<file path="src/rtl/axi_lite_pkg.sv">
// axi_lite_pkg: AXI4-Lite response codes and master state encoding
package axi_lite_pkg;
  localparam logic [1:0] RESP_OKAY   = 2'b00;
  localparam logic [1:0] RESP_EXOKAY = 2'b01;
  localparam logic [1:0] RESP_SLVERR = 2'b10;
  localparam logic [1:0] RESP_DECERR = 2'b11;
  typedef enum logic [1:0] {IDLE, WRITE, READ, RESP} state_t;
endpackage

</file>
<file path="src/rtl/axi_lite_master_if.sv">
// axi_lite_master_if: AXI4-Lite AW/W/B/AR/R bus with master and slave views
interface axi_lite_master_if #(
  parameter int DATA_WIDTH = 32,
  parameter int ADDR_WIDTH = 32
);
  logic [ADDR_WIDTH-1:0]   aw_addr;
  logic                    aw_valid;
  logic                    aw_ready;
  logic [DATA_WIDTH-1:0]   w_data;
  logic [DATA_WIDTH/8-1:0] w_strb;
  logic                    w_valid;
  logic                    w_ready;
  logic [1:0]              b_resp;
  logic                    b_valid;
  logic                    b_ready;
  logic [ADDR_WIDTH-1:0]   ar_addr;
  logic                    ar_valid;
  logic                    ar_ready;
  logic [DATA_WIDTH-1:0]   r_data;
  logic [1:0]              r_resp;
  logic                    r_valid;
  logic                    r_ready;
  modport master (
    output aw_addr, aw_valid, w_data, w_strb, w_valid, b_ready, ar_addr, ar_valid, r_ready,
    input  aw_ready, w_ready, b_resp, b_valid, ar_ready, r_data, r_resp, r_valid
  );
  modport slave (
    input  aw_addr, aw_valid, w_data, w_strb, w_valid, b_ready, ar_addr, ar_valid, r_ready,
    output aw_ready, w_ready, b_resp, b_valid, ar_ready, r_data, r_resp, r_valid
  );
endinterface

</file>
<file path="src/rtl/axi_lite_master.sv">
// axi_lite_master: single-outstanding AXI4-Lite initiator with response channel and cycle timeout
module axi_lite_master
  import axi_lite_pkg::*;
#(
  parameter int DATA_WIDTH     = 32,
  parameter int ADDR_WIDTH     = 32,
  parameter int TIMEOUT_CYCLES = 256
) (
  input  logic                    clk,
  input  logic                    rst,
  input  logic                    cmd_valid_i,
  output logic                    cmd_ready_o,
  input  logic                    cmd_write_i,
  input  logic [ADDR_WIDTH-1:0]   cmd_addr_i,
  input  logic [DATA_WIDTH-1:0]   cmd_wdata_i,
  input  logic [DATA_WIDTH/8-1:0] cmd_wstrb_i,
  output logic                    rsp_valid_o,
  input  logic                    rsp_ready_i,
  output logic [DATA_WIDTH-1:0]   rsp_rdata_o,
  output logic [1:0]              rsp_resp_o,
  output logic                    rsp_timeout_o,
  axi_lite_master_if.master       m
);
  localparam int CW = TIMEOUT_CYCLES > 0 ? $clog2(TIMEOUT_CYCLES + 1) : 1;
  localparam int SW = DATA_WIDTH / 8;
  state_t                state_q, state_d;
  logic [ADDR_WIDTH-1:0] addr_q, addr_d;
  logic [DATA_WIDTH-1:0] wdata_q, wdata_d, rsp_rdata_q, rsp_rdata_d;
  logic [SW-1:0]         wstrb_q, wstrb_d;
  logic [1:0]            rsp_resp_q, rsp_resp_d;
  logic [CW-1:0]         cnt_q, cnt_d;
  logic aw_valid_q, aw_valid_d, w_valid_q, w_valid_d, ar_valid_q, ar_valid_d;
  logic b_ready_q, b_ready_d, r_ready_q, r_ready_d;
  logic rsp_valid_q, rsp_valid_d, rsp_timeout_q, rsp_timeout_d;
  logic is_wr, done, expired;
  assign is_wr   = state_q == WRITE;
  assign done    = is_wr ? m.b_valid : m.r_valid;
  assign expired = (TIMEOUT_CYCLES != 0) && (cnt_q == CW'(TIMEOUT_CYCLES - 1));
  assign cmd_ready_o   = (state_q == IDLE) && !rst;
  assign rsp_valid_o   = rsp_valid_q;
  assign rsp_rdata_o   = rsp_rdata_q;
  assign rsp_resp_o    = rsp_resp_q;
  assign rsp_timeout_o = rsp_timeout_q;
  assign m.aw_addr  = addr_q;
  assign m.ar_addr  = addr_q;
  assign m.w_data   = wdata_q;
  assign m.w_strb   = wstrb_q;
  assign m.aw_valid = aw_valid_q;
  assign m.w_valid  = w_valid_q;
  assign m.ar_valid = ar_valid_q;
  assign m.b_ready  = b_ready_q;
  assign m.r_ready  = r_ready_q;
  // Next state and next registered outputs; completion takes priority over the timeout abort
  always_comb begin
    state_d       = state_q;
    addr_d        = addr_q;
    wdata_d       = wdata_q;
    wstrb_d       = wstrb_q;
    aw_valid_d    = aw_valid_q;
    w_valid_d     = w_valid_q;
    ar_valid_d    = ar_valid_q;
    b_ready_d     = b_ready_q;
    r_ready_d     = r_ready_q;
    rsp_valid_d   = rsp_valid_q;
    rsp_timeout_d = rsp_timeout_q;
    rsp_rdata_d   = rsp_rdata_q;
    rsp_resp_d    = rsp_resp_q;
    cnt_d         = cnt_q;
    case (state_q)
      IDLE: if (cmd_valid_i) begin
        state_d    = cmd_write_i ? WRITE : READ;
        addr_d     = cmd_addr_i;
        wdata_d    = cmd_wdata_i;
        wstrb_d    = cmd_wstrb_i;
        aw_valid_d = cmd_write_i;
        w_valid_d  = cmd_write_i;
        b_ready_d  = cmd_write_i;
        ar_valid_d = !cmd_write_i;
        r_ready_d  = !cmd_write_i;
        cnt_d      = '0;
      end
      WRITE, READ: begin
        aw_valid_d = aw_valid_q && !m.aw_ready;
        w_valid_d  = w_valid_q && !m.w_ready;
        ar_valid_d = ar_valid_q && !m.ar_ready;
        cnt_d      = cnt_q + CW'(1);
        if (done || expired) begin
          state_d       = RESP;
          aw_valid_d    = 1'b0;
          w_valid_d     = 1'b0;
          ar_valid_d    = 1'b0;
          b_ready_d     = 1'b0;
          r_ready_d     = 1'b0;
          rsp_valid_d   = 1'b1;
          rsp_timeout_d = !done;
          rsp_resp_d    = !done ? RESP_SLVERR : is_wr ? m.b_resp : m.r_resp;
          rsp_rdata_d   = (done && !is_wr) ? m.r_data : '0;
        end
      end
      RESP: if (rsp_ready_i) begin
        state_d     = IDLE;
        rsp_valid_d = 1'b0;
      end
      default: state_d = IDLE;
    endcase
  end
  // State and output registers with synchronous reset
  always_ff @(posedge clk) begin
    if (rst) begin
      state_q       <= IDLE;
      addr_q        <= '0;
      wdata_q       <= '0;
      wstrb_q       <= '0;
      aw_valid_q    <= 1'b0;
      w_valid_q     <= 1'b0;
      ar_valid_q    <= 1'b0;
      b_ready_q     <= 1'b0;
      r_ready_q     <= 1'b0;
      rsp_valid_q   <= 1'b0;
      rsp_timeout_q <= 1'b0;
      rsp_rdata_q   <= '0;
      rsp_resp_q    <= '0;
      cnt_q         <= '0;
    end else begin
      state_q       <= state_d;
      addr_q        <= addr_d;
      wdata_q       <= wdata_d;
      wstrb_q       <= wstrb_d;
      aw_valid_q    <= aw_valid_d;
      w_valid_q     <= w_valid_d;
      ar_valid_q    <= ar_valid_d;
      b_ready_q     <= b_ready_d;
      r_ready_q     <= r_ready_d;
      rsp_valid_q   <= rsp_valid_d;
      rsp_timeout_q <= rsp_timeout_d;
      rsp_rdata_q   <= rsp_rdata_d;
      rsp_resp_q    <= rsp_resp_d;
      cnt_q         <= cnt_d;
    end
  end
endmodule

</file>
<file path="src/flat_wrapper.sv">
// flat-port wrapper written by rule: the top's interface ports become plain ports
module axi_lite_master_flat import axi_lite_pkg::*;
#(
  parameter int DATA_WIDTH     = 32,
  parameter int ADDR_WIDTH     = 32,
  parameter int TIMEOUT_CYCLES = 256
)
  (clk, rst, cmd_valid_i, cmd_ready_o, cmd_write_i, cmd_addr_i, cmd_wdata_i, cmd_wstrb_i, rsp_valid_o, rsp_ready_i, rsp_rdata_o, rsp_resp_o, rsp_timeout_o, m_aw_addr, m_aw_valid, m_w_data, m_w_strb, m_w_valid, m_b_ready, m_ar_addr, m_ar_valid, m_r_ready, m_aw_ready, m_w_ready, m_b_resp, m_b_valid, m_ar_ready, m_r_data, m_r_resp, m_r_valid);
  axi_lite_master_if #(.DATA_WIDTH(DATA_WIDTH), .ADDR_WIDTH(ADDR_WIDTH)) m_i ();
  input  logic clk;
  input  logic rst;
  input  logic cmd_valid_i;
  output logic cmd_ready_o;
  input  logic cmd_write_i;
  input  logic [ADDR_WIDTH-1:0] cmd_addr_i;
  input  logic [DATA_WIDTH-1:0] cmd_wdata_i;
  input  logic [DATA_WIDTH/8-1:0] cmd_wstrb_i;
  output logic rsp_valid_o;
  input  logic rsp_ready_i;
  output logic [DATA_WIDTH-1:0] rsp_rdata_o;
  output logic [1:0] rsp_resp_o;
  output logic rsp_timeout_o;
  output wire logic [$bits(m_i.aw_addr)-1:0] m_aw_addr;
  output wire logic [$bits(m_i.aw_valid)-1:0] m_aw_valid;
  output wire logic [$bits(m_i.w_data)-1:0] m_w_data;
  output wire logic [$bits(m_i.w_strb)-1:0] m_w_strb;
  output wire logic [$bits(m_i.w_valid)-1:0] m_w_valid;
  output wire logic [$bits(m_i.b_ready)-1:0] m_b_ready;
  output wire logic [$bits(m_i.ar_addr)-1:0] m_ar_addr;
  output wire logic [$bits(m_i.ar_valid)-1:0] m_ar_valid;
  output wire logic [$bits(m_i.r_ready)-1:0] m_r_ready;
  input wire logic [$bits(m_i.aw_ready)-1:0] m_aw_ready;
  input wire logic [$bits(m_i.w_ready)-1:0] m_w_ready;
  input wire logic [$bits(m_i.b_resp)-1:0] m_b_resp;
  input wire logic [$bits(m_i.b_valid)-1:0] m_b_valid;
  input wire logic [$bits(m_i.ar_ready)-1:0] m_ar_ready;
  input wire logic [$bits(m_i.r_data)-1:0] m_r_data;
  input wire logic [$bits(m_i.r_resp)-1:0] m_r_resp;
  input wire logic [$bits(m_i.r_valid)-1:0] m_r_valid;
  assign m_aw_addr = m_i.aw_addr;
  assign m_aw_valid = m_i.aw_valid;
  assign m_w_data = m_i.w_data;
  assign m_w_strb = m_i.w_strb;
  assign m_w_valid = m_i.w_valid;
  assign m_b_ready = m_i.b_ready;
  assign m_ar_addr = m_i.ar_addr;
  assign m_ar_valid = m_i.ar_valid;
  assign m_r_ready = m_i.r_ready;
  assign m_i.aw_ready = m_aw_ready;
  assign m_i.w_ready = m_w_ready;
  assign m_i.b_resp = m_b_resp;
  assign m_i.b_valid = m_b_valid;
  assign m_i.ar_ready = m_ar_ready;
  assign m_i.r_data = m_r_data;
  assign m_i.r_resp = m_r_resp;
  assign m_i.r_valid = m_r_valid;
  axi_lite_master #(.DATA_WIDTH(DATA_WIDTH), .ADDR_WIDTH(ADDR_WIDTH), .TIMEOUT_CYCLES(TIMEOUT_CYCLES)) u_core (.clk(clk), .rst(rst), .cmd_valid_i(cmd_valid_i), .cmd_ready_o(cmd_ready_o), .cmd_write_i(cmd_write_i), .cmd_addr_i(cmd_addr_i), .cmd_wdata_i(cmd_wdata_i), .cmd_wstrb_i(cmd_wstrb_i), .rsp_valid_o(rsp_valid_o), .rsp_ready_i(rsp_ready_i), .rsp_rdata_o(rsp_rdata_o), .rsp_resp_o(rsp_resp_o), .rsp_timeout_o(rsp_timeout_o), .m(m_i));
endmodule
</file>
<file path="config.mk">
export PLATFORM = sky130hd
export DESIGN_NAME = axi_lite_master_flat
export DESIGN_NICKNAME = d
export VERILOG_FILES = /design/src/rtl/axi_lite_pkg.sv /design/src/rtl/axi_lite_master_if.sv /design/src/rtl/axi_lite_master.sv /design/src/flat_wrapper.sv
export SDC_FILE = /design/constraint.sdc
export NUM_CORES = 1
export LEC_CHECK = 0
export BUFFER_PORTS_ARGS = -buffer_cell sky130_fd_sc_hd__buf_4
export CAP_MARGIN = 0
export CORE_MARGIN = 8
export CORE_UTILIZATION = 49
export CTS_CLUSTER_DIAMETER = 80
export CTS_CLUSTER_SIZE = 12
export DETAILED_ROUTE_END_ITERATION = 8
export PLACE_DENSITY = 0.86
export SLEW_MARGIN = 20
export SYNTH_ARGS = -nofsm -noshare
export SYNTH_HDL_FRONTEND = slang
export SYNTH_SLANG_ARGS = --single-unit
</file>
<file path="constraint.sdc">
create_clock -name clk -period 4.93 [get_ports clk]
set_input_delay 0.493 -clock clk [delete_from_list [all_inputs] [get_ports clk]]
set_output_delay 0.493 -clock clk [all_outputs]
set_load 0.1 [all_outputs]
</file>
==> out/results.tsv <==
stage	metric	value	unit
yosys	Seq/Total Area, Yosys	48.97	%
pwr	Total Power	0.005238	W
job	max-cap violations	0	
global_route	first-pass GRT wire length	23.83	mm
sta	period utilization	49.04	%
placed_design	Post-DP HPWL	11.61	mm
route	vias	4791	
sta	minimum clock period after layout	2.418	ns
placed_design	Post-Place Worst Slack	2.554	ns
sta	f_max	0.4136	GHz
sta	worst-margin pin slew	0.9019	ns
floorplanning	# rows	36	
critical_path	Crit Path Class	flop to flop	
critical_path	WP data required	5.37	ns
sta	Final Hold Viols	0	
global_route	Overflow after GRT	0	
placed_design	Buffers on Ports	255	
floorplanning	die area	13470	um^2
yosys	Syn Nets	711	
finish	Layout fillers	749	
global_route	total global-route track usage	22.36	%
finish	share of layout cells above drive strength 1	36.67	%
yosys	cell area after synthesis	4906	um^2
route	Detailed Routing Iterations Pass 1	4	
finish	ANT cells	0	
yosys	average cell area after synthesis	8.301	um^2
sta	Final Setup Violations	0	
critical_path	CP Launch Type	flop	
finish	register area	2402	um^2
yosys	Syn Inst Count	591	
clocking	CTS HTree Levels	4	
clocking	Clock Sinks	120	
clocking	post-CTS resize count	0	
critical_path	CP Max Fanout	24	
clocking	CTS tree	yes	
finish	fin cells	943	
yosys	synth warn	0	
sta	RSZ-0062 raised after global routing	no	
clocking	worst-case clock buffer depth	2	
route	WL per Instance	16.57	um
clocking	setup bufs post-CTS	0	
sta	setup TNS	0	ns
critical_path	Crit. End Element	flop	
min_path	hold crit path type	primary input to flop	
sta	clock skew	0.01330	ns
floorplanning	io pins	256	
clocking	clk_lat worst skew	0.51	ns
route	antenna viol nets, final	0	
yosys	Yosys cell types	38	
route	final WL	15.63	mm
pwr	leakage	3.399	nW
clocking	Clk pin slew, worst setup/hold paths	0.06	ns
pwr	Pwr Density	726.7	nW/um^2
clocking	CTS root buf	clkbuf_8	
route	drt drc	0	
pwr	maximum vdd drop	498.7	uV
route	1st-iter DRT viols	381	
clocking	Hold-fix buffers, CTS	0	
floorplanning	Starting Density	50.42	%
status	status	finished, final reports clean	
finish	final core occ	74.09	%
route	Vias/cell	5.081	
sta	Slew headroom	39.87	%
finish	number of nets in the layout	919	
placed_design	Final GP Congestion	0.8119	
global_route	vias in the first global route	4794	
global_route	largest net degree at the start of global routing	86	
floorplanning	Core Region	9729	um^2
finish	area grow syn2layout	46.93	%
yosys	register bit total from synthesis	120	
critical_path	arrival time at the worst endpoint	2.86	ns
finish	area of the multi-input gates	2073	um^2
clocking	CTS Buf Count	17	
sta	final worst slack	2.512	ns
placed_design	placed cells	912	
global_route	initial antenna violation count	0	
sta	Slew Limit Fails	0	
floorplanning	Die X	116.1	um
floorplanning	die height	116.1	um
registers in the layout, indices dropped and copies added, names as in the netlist:
name                  count
u_core.m.r_ready          1
u_core.rsp_rdata_o       32
u_core.rsp_valid_o        1
u_core.rsp_resp_o         2
u_core.m.w_strb           4
u_core.rsp_timeout_o      1
u_core.m.ar_valid         1
u_core.m.ar_addr         32
u_core.m.aw_valid         1
u_core.m.w_data          32
u_core.m.b_ready          1
u_core.m.w_valid          1
u_core.state_q            2
u_core.cnt_q              9
worst paths after layout:
kind / from / to / slack, ns / cells past startpoint
setup / recovery: u_core.state_q[1] / u_core.rsp_rdata_o[18] / 2.51 / 6
hold reg to reg: u_core.m.w_data[18] / u_core.m.w_data[18] / 0.46 / 2
setup reg to reg: u_core.state_q[1] / u_core.rsp_rdata_o[18] / 2.51 / 6
hold / removal: cmd_wdata_i[13] / u_core.m.w_data[13] / 0.23 / 3
worst max-delay path, cell delays in order, from the launching register on:
cell and delay [ns]:
dfxtp_1 0.33, inv_1 0.11, ha_1 0.37, mux2_2 0.43, o21ai_4 0.41, buf_4 0.45, mux2i_1 0.23
per-stage QoR:
stage / hold WS, ns / instance area [um^2]
2_1_floorplan: 0.4515 / 4906
3_3_place_gp: 0.4436 / 6595
3_5_place_dp: 0.4483 / 6605
4_1_cts: 0.2083 / 7197
5_1_grt: 0.2123 / 7208
6_report: 0.2301 / 7208
report_power, final:
group / internal [W] / switching (W) / total, W / leakage, nW
combinational: 0.000595 / 0.00216 / 0.00275 / 2.12
clock: 0.000812 / 0.000407 / 0.00122 / 0.295
sequential: 0.00115 / 0.000117 / 0.00126 / 0.980
layout by cell type (no fill, tap or decap), drive strengths merged, types with 3 or more instances in the layout:
| master | count |
|---|---|
| nand4b | 5 |
| dfxtp | 120 |
| clkbuf | 21 |
| a21oi | 81 |
| o21ai | 5 |
| nor2b | 5 |
| clkinv | 6 |
| a31oi | 3 |
| nand2 | 212 |
| buf | 258 |
| nand3 | 4 |
| or4 | 4 |
| bufinv | 3 |
| o31ai | 4 |
| mux2i | 36 |
| inv | 8 |
| ha | 6 |
| nor2 | 5 |
synthesized netlist by cell type (all sizes together):
| cell type | instances | share of area, % |
|---|---|---|
| nor3 | 2 | 0.20 |
| and2 | 2 | 0.25 |
| nand2b | 1 | 0.13 |
| inv | 8 | 0.61 |
| o31ai | 4 | 0.61 |
| buf | 44 | 6.6 |
| or2 | 1 | 0.13 |
| nand2 | 212 | 16 |
| nand4b | 5 | 0.89 |
| mux2i | 36 | 7.3 |
| nor3b | 1 | 0.25 |
| dfxtp | 120 | 49 |
| o211ai | 1 | 0.15 |
| clkbuf | 25 | 1.9 |
| a21oi | 81 | 8.3 |
| nor2b | 5 | 0.64 |
| or2b | 1 | 0.15 |
| a32o | 1 | 0.20 |
| nor2 | 5 | 0.38 |
| or4 | 4 | 0.61 |
| a211oi | 1 | 0.15 |
| a221oi | 2 | 0.48 |
| and4b | 1 | 0.20 |
| clkinv | 1 | 0.076 |
| a32oi | 2 | 0.36 |
| a31oi | 3 | 0.38 |
| ha | 6 | 1.5 |
| or3 | 2 | 0.25 |
| nand3 | 4 | 0.41 |
| nand4 | 1 | 0.13 |
| nand3b | 2 | 0.31 |
| mux2 | 2 | 0.46 |
| o21ai | 5 | 0.74 |
logic make-up (layout without fill, tap and decap cells):
family / after synthesis / in the layout / share of synthesized area (%)
DFF: 120 / 120 / 48.97
adders and majority gates: 6 / 6 / 1.530
and+or+nand+nor: 249 / 249 / 21.17
muxes: 38 / 38 / 7.804
buffers and inverters: 78 / 297 / 9.181
AOI/OAI and AO/OA: 100 / 100 / 11.35
area by class of cell:
class / count / share of cell area (%)
Inverter: 9 / 0.4687
Sequential cell: 120 / 33.33
Timing Repair Buffer: 258 / 26.92
Clock buffer: 21 / 6.509
Multi-Input combinational cell: 393 / 28.76
Clock inverter: 9 / 1.701
Tap cell: 133 / 2.309
layer usage:
metal  GRT usage (%)  share of wire (%)  vias up
li1                -                  -     2332
met1           23.42                 39     2222
met2           38.50                 49      207
met3           9.276                9.4       30
met4           9.939                2.3        0
met5               0                  0        -
Note: power is estimated with default switching activity, not from simulation.
